**src/rtl/operand_bram_loader_pkg.sv**
```systemverilog
// Shared encodings for the operand BRAM loader.
// The reader side and any status logic decode operand_sel with these constants.
package operand_bram_loader_pkg;

    // Operand awaiting entry, as presented on operand_sel
    localparam logic [1:0] OP_A    = 2'd0;
    localparam logic [1:0] OP_B    = 2'd1;
    localparam logic [1:0] OP_C    = 2'd2;
    localparam logic [1:0] OP_NONE = 2'd3;

    // Loader FSM states
    localparam logic [2:0] ST_WAIT_A = 3'd0;
    localparam logic [2:0] ST_WAIT_B = 3'd1;
    localparam logic [2:0] ST_WAIT_C = 3'd2;
    localparam logic [2:0] ST_WRITE  = 3'd3;
    localparam logic [2:0] ST_DONE   = 3'd4;

    // Operand shown to the operator for a given state; during WRITE the
    // operand just captured stays visible until the next WAIT state.
    function automatic logic [1:0] state_to_sel(input logic [2:0] state,
                                                input logic [1:0] target);
        logic [1:0] sel;
        sel = OP_NONE;
        case (state)
            ST_WAIT_A: sel = OP_A;
            ST_WAIT_B: sel = OP_B;
            ST_WAIT_C: sel = OP_C;
            ST_WRITE:  sel = target;
            default:   sel = OP_NONE;
        endcase
        return sel;
    endfunction

endpackage

```
**src/rtl/operand_bram_loader_debouncer.sv**
```systemverilog
// Button conditioning: 2-FF synchronizer, stability counter and a one-cycle
// pulse on the accepted rising edge. Release edges update the internal level
// but produce no pulse.
module button_debouncer #(
    parameter int DEBOUNCE_CYCLES = 1000000
) (
    input  logic clock_100Mhz,
    input  logic reset,
    input  logic btn_raw,
    output logic btn_pulse
);

    localparam int CNT_W = (DEBOUNCE_CYCLES > 1) ? $clog2(DEBOUNCE_CYCLES) : 1;
    localparam logic [CNT_W-1:0] CNT_LAST = CNT_W'(DEBOUNCE_CYCLES - 1);

    logic             sync_p0;
    logic             sync_p1;
    logic             btn_level;
    logic [CNT_W-1:0] stable_cnt;

    // Two-flop synchronizer for the raw asynchronous button
    always_ff @(posedge clock_100Mhz or posedge reset) begin
        if (reset) begin
            sync_p0 <= 1'b0;
            sync_p1 <= 1'b0;
        end else begin
            sync_p0 <= btn_raw;
            sync_p1 <= sync_p0;
        end
    end

    // Accept a new level only after DEBOUNCE_CYCLES consecutive cycles of disagreement
    always_ff @(posedge clock_100Mhz or posedge reset) begin
        if (reset) begin
            stable_cnt <= '0;
            btn_level  <= 1'b0;
            btn_pulse  <= 1'b0;
        end else begin
            btn_pulse <= 1'b0;
            if (sync_p1 == btn_level) begin
                stable_cnt <= '0;
            end else if (stable_cnt == CNT_LAST) begin
                stable_cnt <= '0;
                btn_level  <= sync_p1;
                btn_pulse  <= sync_p1;
            end else begin
                stable_cnt <= stable_cnt + 1'b1;
            end
        end
    end

endmodule

```
**src/rtl/operand_bram_loader.sv**
```systemverilog
// Writer side of the A/B/C operand BRAMs. Each accepted load press writes the
// switch value into the next operand (A, B, C) at the current address; after
// DEPTH complete rows the loader parks in DONE with the address back at zero
// so the reader can start. A clear press restarts entry from A[0] without
// erasing what was already written. DEPTH must not exceed 2**ADDR_W.
module operand_bram_loader
    import operand_bram_loader_pkg::*;
#(
    parameter int DATA_W          = 18,
    parameter int ADDR_W          = 3,
    parameter int DEPTH           = 8,
    parameter int DEBOUNCE_CYCLES = 1000000
) (
    input  logic              clock_100Mhz,
    input  logic              reset,
    input  logic [15:0]       sw,
    input  logic              btn_load,
    input  logic              btn_clear,
    output logic              ena,
    output logic              wea_a,
    output logic              wea_b,
    output logic              wea_c,
    output logic [ADDR_W-1:0] addra,
    output logic [DATA_W-1:0] dina,
    output logic [1:0]        operand_sel,
    output logic              loading,
    output logic              done
);

    localparam logic [ADDR_W-1:0] ADDR_LAST = ADDR_W'(DEPTH - 1);

    logic        load_pulse;
    logic        clear_pulse;
    logic [15:0] sw_p0;
    logic [15:0] sw_p1;
    logic [2:0]  state;
    logic [1:0]  target;

    button_debouncer #(
        .DEBOUNCE_CYCLES(DEBOUNCE_CYCLES)
    ) u_load_debouncer (
        .clock_100Mhz(clock_100Mhz),
        .reset       (reset),
        .btn_raw     (btn_load),
        .btn_pulse   (load_pulse)
    );

    button_debouncer #(
        .DEBOUNCE_CYCLES(DEBOUNCE_CYCLES)
    ) u_clear_debouncer (
        .clock_100Mhz(clock_100Mhz),
        .reset       (reset),
        .btn_raw     (btn_clear),
        .btn_pulse   (clear_pulse)
    );

    // Switch synchronizer; switches are sampled only on a load pulse, long after settling
    always_ff @(posedge clock_100Mhz) begin
        sw_p0 <= sw;
        sw_p1 <= sw_p0;
    end

    // Loader FSM: one strobe per accepted press, address advances after C
    always_ff @(posedge clock_100Mhz or posedge reset) begin
        if (reset) begin
            state  <= ST_WAIT_A;
            target <= OP_A;
            addra  <= '0;
            dina   <= '0;
            wea_a  <= 1'b0;
            wea_b  <= 1'b0;
            wea_c  <= 1'b0;
        end else begin
            wea_a <= 1'b0;
            wea_b <= 1'b0;
            wea_c <= 1'b0;
            if (clear_pulse) begin
                // Clear outranks a coincident load: nothing is written
                state  <= ST_WAIT_A;
                target <= OP_A;
                addra  <= '0;
                dina   <= '0;
            end else begin
                case (state)
                    ST_WAIT_A: begin
                        if (load_pulse) begin
                            dina   <= DATA_W'(sw_p1);
                            wea_a  <= 1'b1;
                            target <= OP_A;
                            state  <= ST_WRITE;
                        end
                    end
                    ST_WAIT_B: begin
                        if (load_pulse) begin
                            dina   <= DATA_W'(sw_p1);
                            wea_b  <= 1'b1;
                            target <= OP_B;
                            state  <= ST_WRITE;
                        end
                    end
                    ST_WAIT_C: begin
                        if (load_pulse) begin
                            dina   <= DATA_W'(sw_p1);
                            wea_c  <= 1'b1;
                            target <= OP_C;
                            state  <= ST_WRITE;
                        end
                    end
                    ST_WRITE: begin
                        // Any load pulse arriving here is dropped
                        case (target)
                            OP_A:    state <= ST_WAIT_B;
                            OP_B:    state <= ST_WAIT_C;
                            default: begin
                                if (addra == ADDR_LAST) begin
                                    addra <= '0;
                                    state <= ST_DONE;
                                end else begin
                                    addra <= addra + 1'b1;
                                    state <= ST_WAIT_A;
                                end
                            end
                        endcase
                    end
                    ST_DONE: begin
                        // Table complete; load presses are ignored until clear
                    end
                    default: begin
                        state <= ST_WAIT_A;
                    end
                endcase
            end
        end
    end

    // Status decode from the FSM state
    always_comb begin
        ena         = 1'b1;
        done        = (state == ST_DONE);
        loading     = (state != ST_DONE);
        operand_sel = state_to_sel(state, target);
    end

endmodule

```
**config.mk**
```make
export PLATFORM = sky130hd
export DESIGN_NAME = operand_bram_loader
export DESIGN_NICKNAME = d
export VERILOG_FILES = /design/src/rtl/operand_bram_loader_pkg.sv /design/src/rtl/operand_bram_loader_debouncer.sv /design/src/rtl/operand_bram_loader.sv
export SDC_FILE = /design/constraint.sdc
export NUM_CORES = 1
export LEC_CHECK = 0
export ABC_CLOCK_PERIOD_IN_PS = 5000
export BUFFER_PORTS_ARGS = -buffer_cell sky130_fd_sc_hd__buf_4
export CAP_MARGIN = 0
export CELL_PAD_IN_SITES_DETAIL_PLACEMENT = 1
export CELL_PAD_IN_SITES_GLOBAL_PLACEMENT = 1
export CORE_ASPECT_RATIO = 0.5
export CORE_MARGIN = 8
export CORE_UTILIZATION = 49
export DETAILED_ROUTE_END_ITERATION = 7
export PLACE_DENSITY = 0.8
export RECOVER_POWER = 50
export SYNTH_ARGS = -nofsm -noshare
export SYNTH_HDL_FRONTEND = slang
export SYNTH_SLANG_ARGS = --single-unit
```
**constraint.sdc**
```tcl
create_clock -name clock_100Mhz -period 5 [get_ports clock_100Mhz]
set_clock_uncertainty 0.1 [all_clocks]
set_input_delay 0.25 -clock clock_100Mhz [delete_from_list [all_inputs] [get_ports clock_100Mhz]]
set_output_delay 0.25 -clock clock_100Mhz [all_outputs]
set_load 0.02 [all_outputs]
```
Yosys cells after proc, flatten, opt, wreduce, memory -nomap -nowiden
Index checks and enable logic that the tools add are counted.
{ "word_totals": {"register_bits": 109, "inputBits": 20, "out_inout_bits": 29} }
{ "op_classes": {"n_addsub": 3, "eq_ne": 17, "mux": 33, "bitwise": 2, "n_reduce_logical": 14} }
{ "ops": {"columns": ["operator", "count"], "rows": [
  ["20-bit 2-to-1 mux", 4],
  ["18-bit 2-to-1 mux", 3],
  ["20-bit by 1-bit adder with 20-bit output, second input constant", 2],
  ["20-bit == test, second input constant", 2],
  ["3-bit 2-to-1 mux", 7],
  ["3-bit by 1-bit inequality test with 1-bit output, second input constant", 4],
  ["1-bit 2-to-1 mux", 11],
  ["2-bit AND reduction", 5],
  ["3-bit one-hot mux with 3 select lines", 1],
  ["2-bit 2-to-1 mux", 4],
  ["2-bit one-hot mux with 4 select lines", 1],
  ["3-bit by 2-bit == test with 1-bit output, second input constant", 2],
  ["3-bit == test, second input constant", 2],
  ["2-bit one-hot mux with 3 select lines", 1],
  ["3-bit one-hot mux with 2 select lines", 1],
  ["2-bit nonzero test", 3],
  ["2-bit by 1-bit inequality test with 1-bit output, second input constant", 2],
  ["4-bit AND reduction", 1],
  ["4-bit nonzero test", 1],
  ["3-bit by 1-bit adder with 3-bit output, second input constant", 1],
  ["3-bit by 1-bit == test with 1-bit output, second input constant", 1],
  ["3-bit logical NOT", 1],
  ["3-bit inequality test, second input constant", 1],
  ["3-bit OR reduction", 1],
  ["other kinds (5)", 7]
]} }

Depth between registers and ports, before layout
Gate-level depths: netlist of the first run.
{ "depth": {"word_depth": 5, "depth_mapped": 6} }

Hierarchy
A second synthesis of the first run with hierarchy kept.
{ "hier_totals": {"hier_cells": 343, "area_unflattened_um2": 4108.9} }
{ "modules_own_cells": {"columns": ["mod", "instances", "cells_per_inst", "area_each_um2", "seq_area_each_um2"], "rows": [
  ["operand_bram_loader", 1, 125, 1774.2, 1316.3],
  ["button_debouncer at u_load_debouncer", 1, 108, 1188.6, 600.6],
  ["button_debouncer at u_clear_debouncer", 1, 110, 1146.1, 600.6]
]} }

Worst setup path after synthesis of the first run
No wires, ideal clock.
{ "synth_timing": {"path_kind": "register -> register", "start": "register u_clear_debouncer.stable_cnt[3]", "end": "register u_clear_debouncer.stable_cnt[17]", "arrival_time_ns": 1.865, "required_time_ns": 4.826, "setup_slack_ns": 2.961, "stages_incl_launch_ff": 6, "path_buffers": 1, "period_less_slack_ns": 2.039, "path_cell_list": "dfrtp_1 > nand4_4 > or4_1 > buf_2 > or4b_4 > a21oi_2"} }
{ "synth_via": {"elab_chain_cells": 3} }
{ "synth_lines": {"columns": ["element", "line_no", "source"], "rows": [
  ["start, declared", "operand_bram_loader_debouncer.sv:19", "logic [CNT_W-1:0] stable_cnt;"],
  ["start signal, assigned", "operand_bram_loader_debouncer.sv:47", "stable_cnt <= stable_cnt + 1'b1;"],
  ["20-bit by 1-bit adder with 20-bit output or 20-bit == test (tied branches)", "operand_bram_loader_debouncer.sv:47, operand_bram_loader_debouncer.sv:42", null],
  ["20-bit 2-to-1 mux (*)", "operand_bram_loader_debouncer.sv:42", "end else if (stable_cnt == CNT_LAST) begin"],
  ["20-bit 2-to-1 mux (*)", "operand_bram_loader_debouncer.sv:40", "if (sync_p1 == btn_level) begin"]
]} }
Mark *: on every way between the ends. The rest lies on a longest branch, timed or not.
A chain may end at the register's enable or synchronous reset.

==> results of run 1 <==
final cells by class:
type,count,area [sq um]
flip-flops and latches,107,2520
fillers,836,3110
repair buffers,67,465
clock buffers,10,239
inverters,13,48.8
well taps,112,140
clock inverters,6,65.1
multi-input cells,212,1360
layout by cell type (no fill, tap or decap), types with 11 or more instances in the layout:
master | synthesis | layout
nor2_1 | 42 | 42
dfrtp_1 | 75 | 75
clkbuf_4 | 0 | 19
a22o_1 | 16 | 16
a21oi_1 | 12 | 12
dfxtp_1 | 32 | 32
inv_1 | 13 | 13
nand2_1 | 17 | 17
nand3_1 | 15 | 15
dlygate4sd3_1 | 0 | 19
nor3_1 | 11 | 11
clkbuf_1 | 7 | 22
xnor2_1 | 23 | 23
per-stage QoR:
| step | cells | power (mW) |
|---|---|---|
| after floorplan | 343 | 0.929 |
| after global placement | 492 | 0.945 |
| after detailed placement | 492 | 0.949 |
| after CTS | 527 | 1.66 |
| after global routing | 527 | 1.71 |
| final | 527 | 1.65 |
kinds of logic (layout without fill, tap and decap cells):
group,Yosys count,after routing,synth area share
fa+ha+maj,4,4,0.0126
buf+inv,24,96,0.0258
compound gates,45,45,0.0846
xor+xnor,31,31,0.0683
simple gates,127,127,0.168
other cells,2,3,0.00189
flops,107,107,0.633
mux,2,2,0.00566
flip-flops by register name, indices dropped and copies added (netlist names):
name	count
addra	3
dina	16
state	3
sw_p0	16
sw_p1	16
target	2
u_clear_debouncer.btn_level	1
u_clear_debouncer.btn_pulse	1
u_clear_debouncer.stable_cnt	20
u_clear_debouncer.sync_p0	1
u_clear_debouncer.sync_p1	1
u_load_debouncer.btn_level	1
u_load_debouncer.btn_pulse	1
u_load_debouncer.stable_cnt	20
u_load_debouncer.sync_p0	1
u_load_debouncer.sync_p1	1
wea_a	1
wea_b	1
wea_c	1
how the worst max path moves through the flow:
stage | startpoint | to | slack [ns] | depth (start not counted)
6_report | reset | u_clear_debouncer.stable_cnt[14] | 2.61 | 4
3_5_place_dp | u_clear_debouncer.stable_cnt[7] | u_clear_debouncer.stable_cnt[4] | 2.70 | 4
2_1_floorplan | reset | addra[0] | 2.74 | 1
5_1_grt | reset | u_clear_debouncer.stable_cnt[0] | 2.19 | 4
4_1_cts | u_clear_debouncer.stable_cnt[7] | u_clear_debouncer.stable_cnt[4] | 2.66 | 4
3_3_place_gp | u_clear_debouncer.stable_cnt[7] | u_clear_debouncer.stable_cnt[8] | 2.82 | 4
timing repair:
action | in CTS | in global routing
hold endpoints to repair | 27 | 0
hold buffers | 19 | 0
endpoints found under the setup margin | 0 | 0
power breakdown:
part / switching (mW) / internal, mW / total, mW
registers: 0.00999 / 0.880 / 0.890
logic: 0.0280 / 0.0240 / 0.0520
clock network: 0.342 / 0.366 / 0.709
per-layer routing:
metal  global-route usage  vias up  share of wire
li1                     -     1323              -
met1                0.200     1456           0.40
met2                0.341       36           0.55
met3               0.0537       18          0.031
met4               0.0728        0          0.022
met5                    0        -              0
==> metrics.md, run 1 <==
| Metric | Value |
|---|---|
| Post-layout min period | `2.39 ns` |
| Setup slack of the worst register-to-register path | `between 2 and 3 ns` |
| Element type at the critical path end | `asynchronous set/reset pin` |
| Antenna violations before repair | `0` |
| Final net count | `434` |
| Via-per-instance ratio | `~5.4` |
| Max frequency | `approximately 420 MHz` |
| Number of setup buffers added after CTS | `0` |
| Largest voltage drop on the vdd net | `about 260 uV` |
| Clock-pin slew of the registers on the worst-case setup and hold paths | `roughly 0.08 ns` |
| Count of inserted antenna diode cells | `0` |
| Fraction of post-synthesis cell area in the top cell type by area | `0.472` |
| Worst hold-check path type | `reg -> reg` |
| Initial DRT Pass Iterations | `4` |
| Die area | `~11000 sq um` |
| Global routing usage summed across all routing layers | `0.185` |
| Required time worst endpoint | `between 5 and 6 ns` |
| Residual overflow from global routing | `0` |
| Leak pwr | `approximately 2.1 nW` |
| DR WL/cell | `roughly 19 um` |
| Biggest area contributors in the synthesized netlist | `dfrtp_1 (47%), dfxtp_1 (16%), xnor2_1 (5.1%), nor2_1 (4.0%), a22o_1 (3.5%)` |
| Worst hold margin | `about 0.23 ns` |
| Boundary pin count | `49` |
| Result of the run | `finished, violations left` |
| H-tree depth | `3` |
| Overall die width | `~140 um` |
| Clock Tree Root | `clkbuf_16` |
| Number of max-capacitance violations reported | `1` |
| Die Span Y | `79.7 um` |
| Library cell with the largest summed area after synthesis | `dfrtp_1` |
| Startpoint of the worst hold path | `sw_p0[12]` |
| Part of the cycle the worst path needs | `0.479` |
| ANT nets after route | `0` |
| Synth async-reset ratio | `0.701` |
| Synth Flop Type | `dfrtp_1` |
| Number of cells on the worst reg-to-reg path | `4` |
| Commonest cells post-synth | `dfrtp_1 (75), nor2_1 (42), dfxtp_1 (32), xnor2_1 (23), nand2_1 (17)` |
| CP max stage delay | `1.24 ns` |
| Launch instance of the worst register-to-register path | `u_load_debouncer.stable_cnt[4]` |
| Ratio of cells with drive above 1 in the final layout | `0.128` |
| Via count of the first global-routing pass | `a little over 3000` |
| Seq cells post-synth | `~110` |
| Total core area | `about 8000 sq um` |
| First-pass GRT wire length | `approximately 16000 um` |
| Initial Util | `0.501` |
| Number of buffers on the longest clock path | `2` |
| CTS tree | `done` |
| Clock insertion delay at the later pin of the skew report | `approximately 0.36 ns` |
| Post-route design area | `4840 sq um` |
| Combined buffer and inverter count along the critical path | `4` |
| Via count of the routed design | `around 2800` |
| Unique masters post-synth | `39` |
| Violated checks | `max-capacitance violations, max-slew violations` |
| Post_cts resized | `0` |
| Syn_area_per_cell | `around 12 sq um` |
| Final setup margin | `approximately 2.6 ns` |
| Number of CTS-inserted buffers | `9` |
| RSZ-0062 raised after global routing | `false` |
| Largest net degree at the start of global routing | `67` |
| Actual slew at the worst max-slew pin | `roughly 1.6 ns` |
| Total count of hold-check failures in the final report | `0` |
| Number of enable flip-flop cells after synthesis | `0` |
| Utilization after layout | `0.609` |
| Final number of max-transition violations | `67` |
| TNS Setup | `0 ns` |
| Final count of negative-setup-slack endpoints | `0` |
| Netlist Area Pre-Place | `slightly below 4000 sq um` |
| Number of design-rule violations left by the first detailed-router iteration | `139` |
| Syn. warnings | `0` |
| Crit path cell chain | `dlygate4sd3_1 > clkbuf_4 > inv_1 > clkbuf_2` |
| Placed wire-length estimate | `slightly above 6000 um` |
| Arrival time of data at the critical path endpoint | `between 2 and 2.5 ns` |
| Sequential element share of the synthesized area | `0.633` |
| PD cells | `about 340 nW/um^2` |
| DR DRC count | `0` |
| Number of standard cells after synthesis | `approximately 340` |
| WHS Endpoint | `sw_p1[12]` |
| Endpoint of the worst-slack reg-to-reg timing path | `u_load_debouncer.stable_cnt[19]` |
| Cell depth of the worst hold path | `0` |
| Placement-stage cell area | `roughly 4400 sq um` |
| Max stage delay cell, worst path | `clkbuf_2` |
| Cell family with the largest share of critical-path delay | `buffers and inverters` |
| Post-Place Worst Slack | `roughly 2.7 ns` |
| Slew headroom | `-0.0813` |
| Worst Path Max Fanout | `66` |
| Area Overhead vs Synth | `21.6%` |
| Element type at the critical path start | `primary input` |
| Number of placement rows | `23` |
| Sinks on the clock net | `roughly 110` |
| Critical Setup Path Class | `in -> async` |
| Top-count cell post-synth | `dfrtp_1` |
| RD Place Congestion | `a little over 0.8` |
| Routed wire length | `9980 um` |
| Number of buffers inserted by port buffering | `45` |
Power figures use the tool's default switching activity.
==> inputs of run 2 (changes only) <==
Settings changed: ABC_CLOCK_PERIOD_IN_PS 5000 to 2200, CORE_UTILIZATION 49 to 41, PLACE_DENSITY 0.8 to 0.71.
Clock period 5 ns to 2.2 ns, I/O delays scaled along.
==> run 2 against run 1 <==
The run now ends clean. Via count grew 1.4%. Non-clock buffer count grew 10. Combinational power grew 140%. First-iteration DRC count grew 2.2%. Register-to-register slack lost 2.6 ns. Design area grew 2.7%. Total power grew 130%. Cell count grew 6.3%. Sequential share of layout area shrank 1.4 points. Global-route usage shrank 3.1 points. Critical path depth is the same. Clock power grew 140%. Largest power group unchanged. Highest routed layer unchanged.
==> metrics.md, run 2 (synthesis gave the netlist of run 1 again) <==
| Metric | Value |
|---|---|
| Via count of the first global-routing pass | `3169 (+2.3%)` |
| RD Place Congestion | `0.774 (-5.4%)` |
| Initial Util | `0.421 (-0.0797)` |
| Number of CTS-inserted buffers | `9 (unchanged)` |
| Met1 Usage GRT | `0.173 (-0.0266)` |
| Number of placement rows | `25 (+8.7%)` |
| Actual slew at the worst max-slew pin | `1.33 ns (-0.289 ns)` |
| Initial DRT Pass Iterations | `4 (unchanged)` |
| Routing usage on met3 | `0.0386 (-0.0151)` |
| Leak pwr | `2.17 nW (+2.5%)` |
| Top Registers | `u_clear_debouncer.stable_cnt x20, u_load_debouncer.stable_cnt x20` |
| Global routing usage summed across all routing layers | `0.155 (-0.0306)` |
| Final net count | `444 (+2.3%)` |
| Worst hold margin | `0.222 ns (-0.0104 ns)` |
| Number of setup buffers added after CTS | `0 (unchanged)` |
| Arrival time of data at the critical path endpoint | `2.21 ns (-0.25 ns)` |
| Area Overhead vs Synth | `24.9%` |
| Number of max-capacitance violations reported | `0 (-1)` |
| Slew headroom | `0.110 (+0.192)` |
| Element type at the critical path end | `register` |
| Die Span Y | `85.6 um (+7.4%)` |
| Max stage delay cell, worst path | `or4_1` |
| Post-layout min period | `2.08 ns` |
| Final setup margin | `0.121 ns (-2.49 ns)` |
| Boundary pin count | `49 (unchanged)` |
| Number of design-rule violations left by the first detailed-router iteration | `142 (+2.2%)` |
| Via count of the routed design | `2872 (+1.4%)` |
| Part of the cycle the worst path needs | `0.945` |
| PD cells | `774 nW/um^2 (+130%)` |
| TNS Setup | `0 ns (unchanged)` |
| Number of buffers on the longest clock path | `2 (unchanged)` |
| Overall die width | `155 um (+8.3%)` |
| Number of buffers inserted by port buffering | `45 (unchanged)` |
| Setup slack of the worst register-to-register path | `0.12 ns (-2.59 ns)` |
| Sinks on the clock net | `107 (unchanged)` |
| Total count of hold-check failures in the final report | `0 (unchanged)` |
| Clock insertion delay at the later pin of the skew report | `0.35 ns (about the same)` |
| Final total power | `3.84 mW (+130%)` |
| CTS tree | `done` |
| Commonest non-fill, non-tap cell in the layout | `dfrtp_1` |
| Required time worst endpoint | `2.33 ns (-2.74 ns)` |
| Largest voltage drop on the vdd net | `359 uV (+36%)` |
| DR WL/cell | `17.3 um (-8.4%)` |
| Logic depth of the worst setup path including buffers | `4 (unchanged)` |
| Residual overflow from global routing | `0 (unchanged)` |
| Count of inserted antenna diode cells | `0 (unchanged)` |
| Clock-pin slew of the registers on the worst-case setup and hold paths | `0.07 ns (about the same)` |
| Ratio of cells with drive above 1 in the final layout | `0.144 (+0.0158)` |
| Max frequency | `481 MHz` |
| Total core area | `9450 sq um (+19%)` |
| Cell depth of the worst hold path | `0 (unchanged)` |
| Worst Path Max Fanout | `6 (-91%)` |
| Critical Setup Path Class | `reg -> reg` |
| Final count of negative-setup-slack endpoints | `0 (unchanged)` |
| RSZ-0062 raised after global routing | `false` |
| H-tree depth | `3 (unchanged)` |
| Cell family with the largest share of critical-path delay | `simple AND/OR/NAND/NOR gates` |
| ANT nets after route | `0 (unchanged)` |
| Worst hold-check path type | `reg -> reg` |
| Via-per-instance ratio | `5.13 (-4.6%)` |
| Number of cells on the worst reg-to-reg path | `4 (unchanged)` |
| Placed wire-length estimate | `6070 um (-1.7%)` |
| Number of filler cells placed in the layout | `1024 (+22%)` |
| Element type at the critical path start | `register` |
| Routed wire length | `9720 um (-2.7%)` |
| Result of the run | `finished, final reports clean` |
| Antenna violations before repair | `0 (unchanged)` |
| Crit path cell chain | `nor4b_1 > nand2_1 > or4_1 > mux2_2` |
| CP max stage delay | `0.56 ns (-0.68 ns)` |
| Clock Tree Root | `clkbuf_16` |
| Largest net degree at the start of global routing | `34 (-49%)` |
| DR DRC count | `0 (unchanged)` |
| First-pass GRT wire length | `16200 um (-0.89%)` |
| GRT Max-Usage Layer | `met2` |
| Utilization after layout | `0.526 (-0.0833)` |
| Most used cells in the layout excluding fill and tap cells | `dfrtp_1 (75), nor2_1 (42), dfxtp_1 (32)` |
| Post-Place Worst Slack | `0.0854 ns (-2.61 ns)` |
| Combined buffer and inverter count along the critical path | `0 (-4)` |
| Grt met2 use | `0.282 (-0.0586)` |
| Final number of max-transition violations | `0 (-100%)` |
| Die area | `13300 sq um (+16%)` |
==> run 2: area by class of cell <==
type,count,area (sq um),share of cell area
Inverter,13,48.8,0.00983
Multi-Input combinational cell,212,1370,0.275
Clock buffer,12,258,0.0519
Clock inverter,4,56.3,0.0113
Sequential cell,107,2520,0.507
Tap cell,135,169,0.0340
Timing Repair Buffer,77,552,0.111
==> run 2: metal layers <==
| layer | wire [um] | part of all wire |
|---|---|---|
| met1 | 4070 | 0.42 |
| met3 | 309 | 0.032 |
| met2 | 5170 | 0.53 |
| met4 | 167 | 0.017 |
| met5 | 0 | 0 |
==> run 2: power by group <==
group | total (mW) | switching, mW | internal [mW]
Sequential | 2.02 | 0.0222 | 2.00
Clock | 1.70 | 0.731 | 0.964
Combinational | 0.125 | 0.0643 | 0.0602
Total | 3.84 | 0.818 | 3.03
==> run 2: what timing repair did <==
action | CTS | global route
endpoints found under the hold margin | 49 | 0
resized for setup | 0 | 1
hold buffers | 19 | 0
setup endpoints to repair | 0 | 2
==> run 2: through the flow <==
step           std cells  cell area (sq um)
5_1_grt              560               4970
3_3_place_gp         525               4540
6_report             560               4970
4_1_cts              560               5050
3_5_place_dp         525               4540
2_1_floorplan        343               3980
==> run 2: worst paths after layout <==
kind	startpoint	end
min in group asynchronous	reset	addra[0]
min	sw_p0[2]	sw_p1[2]
max	u_clear_debouncer.stable_cnt[7]	u_clear_debouncer.btn_level
max reg2reg	u_clear_debouncer.stable_cnt[7]	u_clear_debouncer.btn_level
min reg2reg	sw_p0[2]	sw_p1[2]
max in group asynchronous	reset	state[0]
==> inputs of run 3 (changes only) <==
==> constraint.sdc (replaced) <==
create_clock -name clock_100Mhz -period 2.2 [get_ports clock_100Mhz]
set_clock_uncertainty 0.1 [all_clocks]
set_input_delay 0.33 -clock clock_100Mhz [delete_from_list [all_inputs] [get_ports clock_100Mhz]]
set_output_delay 0.33 -clock clock_100Mhz [all_outputs]
set_load 0.02 [all_outputs]
==> run 3 against run 2 <==
Critical path depth stayed put. Flip-flop and latch count stayed put. Utilization is 0.28 points higher. Sequential share of layout area is 0.27 points lower. Highest routed layer unchanged. Global-route usage is 1.6 points lower. Count of clock-buffer cells in the layout is 3 lower. Maximum frequency is 2.0% higher. Combinational power is 5% lower.
==> metrics.md, run 3 (synthesis gave the netlist of run 1 again) <==
| Metric | Value |
|---|---|
| Count of inserted antenna diode cells | `0 (unchanged)` |
| Largest voltage drop on the vdd net | `337 uV (-6.1%)` |
| First-pass GRT wire length | `14900 um (-8.0%)` |
| Critical Setup Path Class | `reg -> reg` |
| Arrival time of data at the critical path endpoint | `2.21 ns (about the same)` |
| Clock-pin slew of the registers on the worst-case setup and hold paths | `0.07 ns (about the same)` |
| Number of placement rows | `25 (unchanged)` |
| Number of setup buffers added after CTS | `0 (unchanged)` |
| Routed wire length | `8680 um (-11%)` |
| Via count of the routed design | `2816 (-1.9%)` |
| Number of design-rule violations left by the first detailed-router iteration | `113 (-20%)` |
| Number of cells on the worst reg-to-reg path | `4 (unchanged)` |
| Startpoint of the worst hold path | `sw_p0[12]` |
| Endpoint of the worst-slack reg-to-reg timing path | `u_clear_debouncer.stable_cnt[17]` |
| Top Registers | `u_clear_debouncer.stable_cnt x20, u_load_debouncer.stable_cnt x20` |
| Element type at the critical path start | `register` |
| Actual slew at the worst max-slew pin | `1.17 ns (-0.168 ns)` |
| Leak pwr | `2.21 nW (+2.0%)` |
| Initial DRT Pass Iterations | `4 (unchanged)` |
| Number of CTS-inserted buffers | `9 (unchanged)` |
| Via-per-instance ratio | `5.03 (-1.9%)` |
| Die area | `13300 sq um (unchanged)` |
| RD Place Congestion | `0.767 (-0.92%)` |
| Number of buffers on the longest clock path | `2 (unchanged)` |
| Residual overflow from global routing | `0 (unchanged)` |
| Die Span Y | `85.6 um (unchanged)` |
| Final net count | `444 (unchanged)` |
| Part of the cycle the worst path needs | `0.926 (-0.0185)` |
| Overall die width | `155 um (unchanged)` |
| ANT nets after route | `0 (unchanged)` |
| Commonest non-fill, non-tap cell in the layout | `dfrtp_1` |
| Antenna violations before repair | `0 (unchanged)` |
| Final number of max-transition violations | `0 (unchanged)` |
| Cell depth of the worst hold path | `0 (unchanged)` |
| Placed wire-length estimate | `6040 um (-0.58%)` |
| Worst hold-check path type | `reg -> reg` |
| WHS Endpoint | `sw_p1[12]` |
| Initial Util | `0.421 (unchanged)` |
| Sinks on the clock net | `107 (unchanged)` |
| Most used cells in the layout excluding fill and tap cells | `dfrtp_1 (75), nor2_1 (42), buf_4 (32), dfxtp_1 (32), xnor2_1 (23)` |
| Post-layout min period | `2.04 ns (-0.0408 ns)` |
| DR WL/cell | `15.5 um (-11%)` |
| Setup slack of the worst register-to-register path | `0.16 ns (+0.04 ns)` |
| Result of the run | `finished, final reports clean` |
| Clock Tree Root | `clkbuf_16` |
| Clock insertion delay at the later pin of the skew report | `0.35 ns (about the same)` |
| Ratio of cells with drive above 1 in the final layout | `0.191 (+0.0471)` |
| Launch instance of the worst register-to-register path | `u_clear_debouncer.stable_cnt[3]` |
| Number of filler cells placed in the layout | `1031 (+0.68%)` |
| Via count of the first global-routing pass | `3103 (-2.1%)` |
| Global routing usage summed across all routing layers | `0.138 (-0.0164)` |
| Element type at the critical path end | `register` |
| Required time worst endpoint | `2.37 ns (+0.04 ns)` |
| Worst Path Max Fanout | `8 (+2)` |
| Number of buffers inserted by port buffering | `45 (unchanged)` |
| CTS tree | `done` |
| Largest net degree at the start of global routing | `46 (+35%)` |
| Utilization after layout | `0.528 (+0.00278)` |
| RSZ-0062 raised after global routing | `false` |
| Max frequency | `491 MHz (+2.0%)` |
| TNS Setup | `0 ns (unchanged)` |
| Slew headroom | `0.223 (+0.113)` |
| PD cells | `735 nW/um^2 (-5.0%)` |
| Total count of hold-check failures in the final report | `0 (unchanged)` |
| Boundary pin count | `49 (unchanged)` |
| Total core area | `9450 sq um (unchanged)` |
| DR DRC count | `0 (unchanged)` |
| Final count of negative-setup-slack endpoints | `0 (unchanged)` |
| Area Overhead vs Synth | `25.5%` |
| Number of max-capacitance violations reported | `0 (unchanged)` |
| H-tree depth | `3 (unchanged)` |
[run 3: cell count changes in the layout (fill, tap and decap cells not counted)]
cell        delta
clkinvlp_4     +3
clkinv_4       +1
buf_12         -1
clkbuf_16      -1
inv_4          -1
clkbuf_2       +2
buf_4         +16
bufinv_16      -1
clkbuf_1      -19
inv_1          -1
clkinv_8       +1
clkinv_2       +1
[run 3: how the worst max path moves through the flow]
stage	from	endpoint	slack (ns)
floorplan	u_clear_debouncer.stable_cnt[3]	u_clear_debouncer.stable_cnt[17]	0.16
global placement	u_clear_debouncer.stable_cnt[3]	u_clear_debouncer.stable_cnt[17]	0.15
detailed placement	u_clear_debouncer.stable_cnt[3]	u_clear_debouncer.stable_cnt[17]	0.09
finish	u_clear_debouncer.stable_cnt[3]	u_clear_debouncer.stable_cnt[17]	0.16
CTS	u_clear_debouncer.stable_cnt[3]	u_clear_debouncer.stable_cnt[17]	0.06
global route	u_clear_debouncer.stable_cnt[7]	u_clear_debouncer.btn_level	0.06
[run 3: timing repair]
item,in CTS,in global routing
hold buffers,19,0
gates resized for setup,0,1
endpoints found under the setup margin,0,2
hold endpoints to repair,48,0
[run 3: per-layer routing]
layer | track usage | wire, um | part of all wire | vias to the layer above
met3 | 0.0371 | 235 | 0.027 | 9
met2 | 0.253 | 4620 | 0.53 | 23
met5 | 0 | 0 | 0 | -
met1 | 0.154 | 3700 | 0.43 | 1437
met4 | 0.0481 | 115 | 0.013 | 0
li1 | - | - | - | 1347
[run 3: final cells by class]
class	count	area, sq um	share of cell area
Sequential cell	107	2520	0.504
Multi-Input combinational cell	212	1370	0.273
Timing Repair Buffer	77	598	0.120
Clock buffer	9	225	0.0451
Tap cell	135	169	0.0338
Clock inverter	7	65.1	0.0130
Inverter	13	52.6	0.0105
[run 3: through the flow]
stage	worst slack (ns)	hold WS (ns)	instances	instance area [sq um]	power (mW)
floorplan	0.161	0.210	343	3990	2.11
global placement	0.148	0.211	525	4540	2.15
detailed placement	0.0912	0.213	525	4540	2.16
CTS	0.0629	0.230	560	5020	3.73
global route	0.0571	0.237	560	4990	3.82
finish	0.162	0.231	560	4990	3.67
[run 3: worst max-delay path, stage by stage, from the launching register on]
cell and delay (ns):
dfrtp_1 0.47, nand4_4 0.13, or4_4 0.60, or4b_4 0.54, a21oi_2 0.14
[run 3: power by group]
| group | switching (mW) | total (mW) | internal, mW |
|---|---|---|---|
| Combinational | 0.0627 | 0.119 | 0.0567 |
| Sequential | 0.0213 | 2.02 | 2.00 |
| Clock | 0.741 | 1.53 | 0.787 |
| Total | 0.825 | 3.67 | 2.84 |
